==> config.mk <==
export PLATFORM = sky130hd
export DESIGN_NAME = icache_param
export DESIGN_NICKNAME = d
export VERILOG_FILES = /design/src/rtl/icache_param.sv
export SDC_FILE = /design/constraint.sdc
export NUM_CORES = 1
export LEC_CHECK = 0
export BUFFER_PORTS_ARGS = -buffer_cell sky130_fd_sc_hd__buf_2
export CORE_MARGIN = 2
export CORE_UTILIZATION = 50
export CTS_CLUSTER_SIZE = 30
export DETAILED_ROUTE_END_ITERATION = 10
export PLACE_DENSITY = 0.66
export SYNTH_ARGS = -nofsm -noshare
export SYNTH_HDL_FRONTEND = slang
export SYNTH_SLANG_ARGS = --single-unit
==> constraint.sdc <==
create_clock -name CLK -period 8.35 [get_ports CLK]
set_input_delay 0 -clock CLK [delete_from_list [all_inputs] [get_ports CLK]]
set_output_delay 0 -clock CLK [all_outputs]
set_load 0.1 [all_outputs]
==> src/rtl/icache_param.sv <==
// icache_param: direct-mapped instruction cache with parameterised geometry.
//
// Ports:
//   CLK, RST             rising-edge clock, asynchronous active-high reset
//   imemREN, imemaddr    datapath fetch request and byte address (bits [1:0] ignored)
//   halt                 datapath halted; no new fills start
//   iflush               invalidate every line (aborts an in-progress fill)
//   ihit, imemload       fetched word valid this cycle, and the word itself
//   iREN, iaddr          memory read request and word-aligned address
//   iload, iwait         memory read data, memory busy
//   hit_count            saturating count of cycles with ihit=1
//   miss_count           saturating count of fills started
module icache_param #(
    parameter int unsigned SETS        = 16,
    parameter int unsigned BLOCK_WORDS = 2
) (
    input  logic        CLK,
    input  logic        RST,
    input  logic        imemREN,
    input  logic [31:0] imemaddr,
    input  logic        halt,
    input  logic        iflush,
    output logic        ihit,
    output logic [31:0] imemload,
    output logic        iREN,
    output logic [31:0] iaddr,
    input  logic [31:0] iload,
    input  logic        iwait,
    output logic [31:0] hit_count,
    output logic [31:0] miss_count
);

    localparam int unsigned OFF_W = $clog2(BLOCK_WORDS);
    localparam int unsigned CNT_W = (OFF_W > 0) ? OFF_W : 1;
    localparam int unsigned IDX_W = $clog2(SETS);
    localparam int unsigned TAG_W = 30 - OFF_W - IDX_W;

    localparam logic [CNT_W-1:0] CntLast = CNT_W'(BLOCK_WORDS - 1);

    typedef enum logic [0:0] {
        StIdle,
        StFill
    } state_e;

    state_e             state_q, state_d;
    logic [CNT_W-1:0]   cnt_q, cnt_d;
    logic [TAG_W-1:0]   miss_tag_q, miss_tag_d;
    logic [IDX_W-1:0]   miss_idx_q, miss_idx_d;
    logic [SETS-1:0]    valid_q, valid_d;
    logic [31:0]        hit_count_q, hit_count_d;
    logic [31:0]        miss_count_q, miss_count_d;

    // Tag and data arrays carry no reset; valid_q alone decides whether a line is usable.
    logic [TAG_W-1:0]            tag_q  [SETS];
    logic [BLOCK_WORDS*32-1:0]   data_q [SETS];

    logic [CNT_W-1:0]          req_off;
    logic [IDX_W-1:0]          req_idx;
    logic [TAG_W-1:0]          req_tag;
    logic [BLOCK_WORDS*32-1:0] hit_line;
    logic [31:0]               fill_base;
    logic                      fill_we;
    logic                      line_done;
    logic                      unused_addr_lsb;

    assign unused_addr_lsb = ^imemaddr[1:0];

    // Address split on the word address: offset | index | tag, low to high.
    always_comb begin
        req_off = (OFF_W == 0) ? '0 : CNT_W'(imemaddr[31:2]);
        req_idx = IDX_W'(imemaddr[31:2] >> OFF_W);
        req_tag = TAG_W'(imemaddr[31:2] >> (OFF_W + IDX_W));
    end

    // Hit path is purely combinational; a same-cycle flush suppresses it.
    always_comb begin
        hit_line = data_q[req_idx];
        ihit     = (state_q == StIdle) && imemREN && !iflush && valid_q[req_idx]
                   && (tag_q[req_idx] == req_tag);
        imemload = ihit ? hit_line[32*req_off +: 32] : '0;
    end

    assign fill_base = 32'({miss_tag_q, miss_idx_q}) << (OFF_W + 2);

    always_comb begin
        state_d      = state_q;
        cnt_d        = cnt_q;
        miss_tag_d   = miss_tag_q;
        miss_idx_d   = miss_idx_q;
        valid_d      = valid_q;
        hit_count_d  = hit_count_q;
        miss_count_d = miss_count_q;
        fill_we      = 1'b0;
        line_done    = 1'b0;
        iREN         = 1'b0;
        iaddr        = '0;

        if (ihit && (hit_count_q != '1)) begin
            hit_count_d = hit_count_q + 32'd1;
        end

        case (state_q)
            StIdle: begin
                if (iflush) begin
                    valid_d = '0;
                end else if (imemREN && !ihit && !halt) begin
                    state_d    = StFill;
                    cnt_d      = '0;
                    miss_tag_d = req_tag;
                    miss_idx_d = req_idx;
                    if (miss_count_q != '1) begin
                        miss_count_d = miss_count_q + 32'd1;
                    end
                end
            end
            StFill: begin
                iREN  = 1'b1;
                iaddr = fill_base | (32'(cnt_q) << 2);
                if (iflush) begin
                    // Abort: the partially written line was never marked valid.
                    valid_d = '0;
                    state_d = StIdle;
                    cnt_d   = '0;
                end else if (!iwait) begin
                    fill_we = 1'b1;
                    if (cnt_q == CntLast) begin
                        line_done           = 1'b1;
                        valid_d[miss_idx_q] = 1'b1;
                        state_d             = StIdle;
                        cnt_d               = '0;
                    end else begin
                        cnt_d = cnt_q + 1'b1;
                    end
                end
            end
            default: begin
                state_d = StIdle;
            end
        endcase
    end

    always_ff @(posedge CLK or posedge RST) begin
        if (RST) begin
            state_q      <= StIdle;
            cnt_q        <= '0;
            miss_tag_q   <= '0;
            miss_idx_q   <= '0;
            valid_q      <= '0;
            hit_count_q  <= '0;
            miss_count_q <= '0;
        end else begin
            state_q      <= state_d;
            cnt_q        <= cnt_d;
            miss_tag_q   <= miss_tag_d;
            miss_idx_q   <= miss_idx_d;
            valid_q      <= valid_d;
            hit_count_q  <= hit_count_d;
            miss_count_q <= miss_count_d;
        end
    end

    always_ff @(posedge CLK) begin
        if (fill_we) begin
            data_q[miss_idx_q][32*cnt_q +: 32] <= iload;
        end
        if (line_done) begin
            tag_q[miss_idx_q] <= miss_tag_q;
        end
    end

    assign hit_count  = hit_count_q;
    assign miss_count = miss_count_q;

endmodule

==> metrics.log <==
INFO  metric rows = 128
INFO  metric fraction_of_the_mapped_netlist_area_in_compound_gates = 1.37%
INFO  metric synth_enable_flop_cells = 1424
INFO  metric post_cts_buffers = 0
INFO  metric cts_max_path_buffers = 3
INFO  metric power_switching_share = 23.5%
INFO  metric cp_data_arrival_time = 5570 ps
INFO  metric worst-slew-pin-transition = 1170 ps
INFO  metric chipWidth = 354 um
INFO  metric synth_async_sr_flop_share = 7.23%
INFO  metric die_outline_area = 125000 um^2
INFO  metric aggregate_negative_setup_slack = 0 ps
INFO  metric clock-skew-final = 42.2 ps
INFO  metric postSynthRegisterBits = 1535
INFO  metric cp-end-kind = output port
INFO  metric max_cap_viol_count = 0
INFO  metric grt_pass1_vias = 31500
INFO  metric placeableCoreArea = 122000 um^2
INFO  metric power_frac_clock = 38.9%
INFO  metric floorplan.initialDensity = 50.3%
INFO  metric globalplace.congestion = 0.853
INFO  metric syn_area_per_cell = 20.7 um^2
INFO  metric final.min_clock_period = 5570 ps
INFO  metric worstSkewPairLatency = 770 ps
INFO  metric grt_start_max_net_pins = 119
INFO  metric num_io_pins = 200
INFO  metric worst_ir_drop_vdd = 0.000264 V
INFO  metric finalNetCount = 3343
INFO  metric power_density = 244 nW/um^2
INFO  metric num_antenna_cells = 0
INFO  metric hold_class = in -> reg
INFO  metric outcome = finished clean
INFO  metric synth_top_family_by_area = multiplexers
INFO  metric leakagePower = 23.3 nW
INFO  metric fraction_of_the_mapped_netlist_area_in_adder_cells = 0.0410%
INFO  metric relSlewSlack = 21.9%
INFO  metric drtIter0Drc = 4113
INFO  metric synth_xor_area_share = 1.20%
INFO  metric combinationalPowerShare = 7.6%
INFO  metric hold_violation_count_in_the_final_report = 0
INFO  metric buffer_ports.inserted = 195
INFO  metric finalSetupViolCount = 0
INFO  metric global_route_wire_length_before_repair = 220000 um
INFO  metric clock_tree.htree_level_count = 4
INFO  metric seq_area_frac_synth = 74.5%
INFO  metric total_switching_power = 4.00 mW
INFO  metric leading_cell_type_in_the_layout_fill_and_taps_excluded = sky130_fd_sc_hd__edfxtp_1
INFO  metric worst_ep_required_time = 8350 ps
INFO  metric grt.overflow.total = 0
INFO  metric p_int = 13.0 mW
INFO  metric mostFrequentLayoutCells = 1424 x sky130_fd_sc_hd__edfxtp_1, 392 x sky130_fd_sc_hd__mux4_2, 191 x sky130_fd_sc_hd__buf_2
INFO  metric drt.antenna.violating_nets = 0
INFO  metric final-max-slew-violation-count = 0
INFO  metric post-route-worst-setup-slack = 2780 ps
INFO  metric layout-drive-gt1-share = 28.3%
INFO  metric post_synth_cell_types = 68
INFO  metric criticalPathCategory = in -> out
INFO  metric die_height = 354 um
INFO  metric synth_top_flop_cell = sky130_fd_sc_hd__edfxtp_1
INFO  metric cts_resized = 0
INFO  metric grt_use_total = 24.5%
INFO  metric syn_inst = 2947
INFO  metric detail_route.wirelength = 152000 um
INFO  metric areaGrowthSynthToFinish = 14.2%
INFO  metric wire_per_inst = 30.3 um
INFO  metric rsz0062_at_grt = no
INFO  metric post_drt_via_cell_ratio = 6.17
INFO  metric clkSinkCount = 1535
INFO  metric cts_tree = done
INFO  metric finalCritPeriodShare = 66.6%
INFO  metric yosys.area_share.simple = 4.29%
INFO  metric r2r_setup_slack = 3770 ps
INFO  metric synth_mux_area_share = 17.1%
INFO  metric route.vias.total = 31000
INFO  metric cts_made_buffers = 153
INFO  metric yosys_warnings = 0
INFO  metric relative_contribution_of_sequential_cells_to_total_power = 53.5%
INFO  metric setup.worst_path.start_class = primary input
INFO  metric timing.fmax = 180 MHz
INFO  metric antenna_found_initial = 1
INFO  metric maximum_fanout_along_the_worst_path = 56
INFO  metric drt-pass1-iter-count = 8
INFO  metric dpl_worst_slack = 2830 ps
INFO  metric final.hold.worst_slack = 72.2 ps
INFO  metric place_hpwl = 79000 um
INFO  metric drcViolationCount = 0
INFO  metric cts_root_buffer = sky130_fd_sc_hd__clkbuf_16
INFO  metric syn-cell-area = 61100 um^2
INFO  metric clkSlewWorstSetupHoldPaths = 60 ps
[metal layers]
layer | GRT usage [%] | part of all wire, %
met1 | 33.7 | 39
met2 | 40.4 | 50
met3 | 4.81 | 8.7
met4 | 6.43 | 2.2
met5 | 0 | 0.0079
[kinds of logic (layout without fill, tap and decap cells)]
family,after synthesis,count (layout)
AO/OA/AOI/OAI,109,109
flip-flops,1535,1535
multiplexers,550,550
XOR/XNOR,84,84
other,1,2
adder cells (fa/ha/maj),2,2
buffers and inverters,179,627
AND/OR/NAND/NOR,487,487
[timing repair]
action / in CTS / in global routing
endpoints found under the setup margin: 0 / 0
hold endpoints to repair: 1128 / 0
hold buffers: 68 / 0
[power by group through the flow]
stage | Combinational [mW] | Sequential, mW | Clock, mW
floorplan | 0.859 | 9.24 | 0
global placement | 1.22 | 9.24 | 0
detailed placement | 1.28 | 9.27 | 0
CTS | 1.31 | 9.11 | 6.73
global route | 1.41 | 9.13 | 7.04
finish | 1.30 | 9.11 | 6.63
[worst paths after layout]
path	end	cells after the start	start
worst min-delay path	miss_tag_q[7]	3	imemaddr[14]
worst max-delay path	imemload[31]	13	imemaddr[3]
min in group asynchronous	valid_q[13]	4	RST
worst max register to register	cnt_q	10	tag_q[13][16]
max in group asynchronous	miss_count[18]	5	RST
worst min register to register	hit_count[19]	1	hit_count[19]
[Yosys cell counts (5+ instances only)]
cell                          n  area share [%]
sky130_fd_sc_hd__edfxtp_1  1424              70
sky130_fd_sc_hd__clkbuf_1    83            0.51
sky130_fd_sc_hd__xor2_1      19            0.27
sky130_fd_sc_hd__buf_1       10           0.061
sky130_fd_sc_hd__nand3_1     45            0.37
sky130_fd_sc_hd__nand3_2      9            0.15
sky130_fd_sc_hd__dfrtp_1    111             4.5
sky130_fd_sc_hd__mux2i_1    119             1.9
sky130_fd_sc_hd__buf_6       11            0.20
sky130_fd_sc_hd__a22oi_1     14            0.17
sky130_fd_sc_hd__mux2_1      31            0.57
sky130_fd_sc_hd__inv_1       14           0.086
sky130_fd_sc_hd__nor2b_1     49            0.50
sky130_fd_sc_hd__mux4_2     392              14
sky130_fd_sc_hd__nor2_1     128            0.79
sky130_fd_sc_hd__and4_1       6           0.086
sky130_fd_sc_hd__buf_2       41            0.34
sky130_fd_sc_hd__a41oi_1      5           0.072
sky130_fd_sc_hd__o21ai_0      6           0.049
sky130_fd_sc_hd__nand2_1     59            0.36
sky130_fd_sc_hd__xnor2_1     65            0.93
sky130_fd_sc_hd__nand4_1     28            0.29
sky130_fd_sc_hd__nor4_1       6           0.061
sky130_fd_sc_hd__a31oi_1     11            0.11
sky130_fd_sc_hd__nor3_1      19            0.16
sky130_fd_sc_hd__a22o_1      17            0.24
sky130_fd_sc_hd__nand2b_1    10            0.10
sky130_fd_sc_hd__and2_1      74            0.76
sky130_fd_sc_hd__mux2_2       8            0.15
sky130_fd_sc_hd__a21oi_1     10           0.082
sky130_fd_sc_hd__and3_1      24            0.25
sky130_fd_sc_hd__a221oi_1     6           0.086
sky130_fd_sc_hd__buf_4       19            0.23
[cell type report]
type                       instances  area (um^2)
clock inverter                    83          712
multi-input combinational       1234        15000
timing repair buffer             332         2220
fill                            8842        51800
clock buffer                     197         4140
tap                             1625         2030
inverter                          15         60.1
sequential                      1535        45500
[critical path, cell delays in order]
cell                            delay [ps]
sky130_fd_sc_hd__dlygate4sd3_1         560
sky130_fd_sc_hd__buf_8                 500
sky130_fd_sc_hd__buf_4                 820
sky130_fd_sc_hd__nor2_1                390
sky130_fd_sc_hd__a22o_1                300
sky130_fd_sc_hd__a221oi_1              250
sky130_fd_sc_hd__xnor2_1               180
sky130_fd_sc_hd__a31oi_1               230
sky130_fd_sc_hd__nor4_1                450
sky130_fd_sc_hd__nand3_2               350
sky130_fd_sc_hd__buf_4                 440
sky130_fd_sc_hd__nor2_1                450
sky130_fd_sc_hd__buf_2                 510
[flip-flops by register name, indices dropped and copies added (netlist names)]
| signal | flops |
|---|---|
| state_q | 1 |
| tag_q | 400 |
| miss_count | 32 |
| hit_count | 32 |
| miss_idx_q | 4 |
| cnt_q | 1 |
| miss_tag_q | 25 |
| valid_q | 16 |
| data_q | 1024 |
[stage by stage]
| stage | util (%) | std cells | instance area, um^2 | power [mW] |
|---|---|---|---|---|
| 3_5_place_dp | 52.8 | 4673 | 64200 | 10.6 |
| 3_3_place_gp | 52.8 | 4673 | 64200 | 10.5 |
| 4_1_cts | 57.4 | 5021 | 69800 | 17.2 |
| 5_1_grt | 57.4 | 5021 | 69800 | 17.6 |
| 2_1_floorplan | - | 2948 | 61100 | 10.1 |
| 6_report | 57.4 | 5021 | 69800 | 17.0 |
Power figures use the tool's default switching activity.
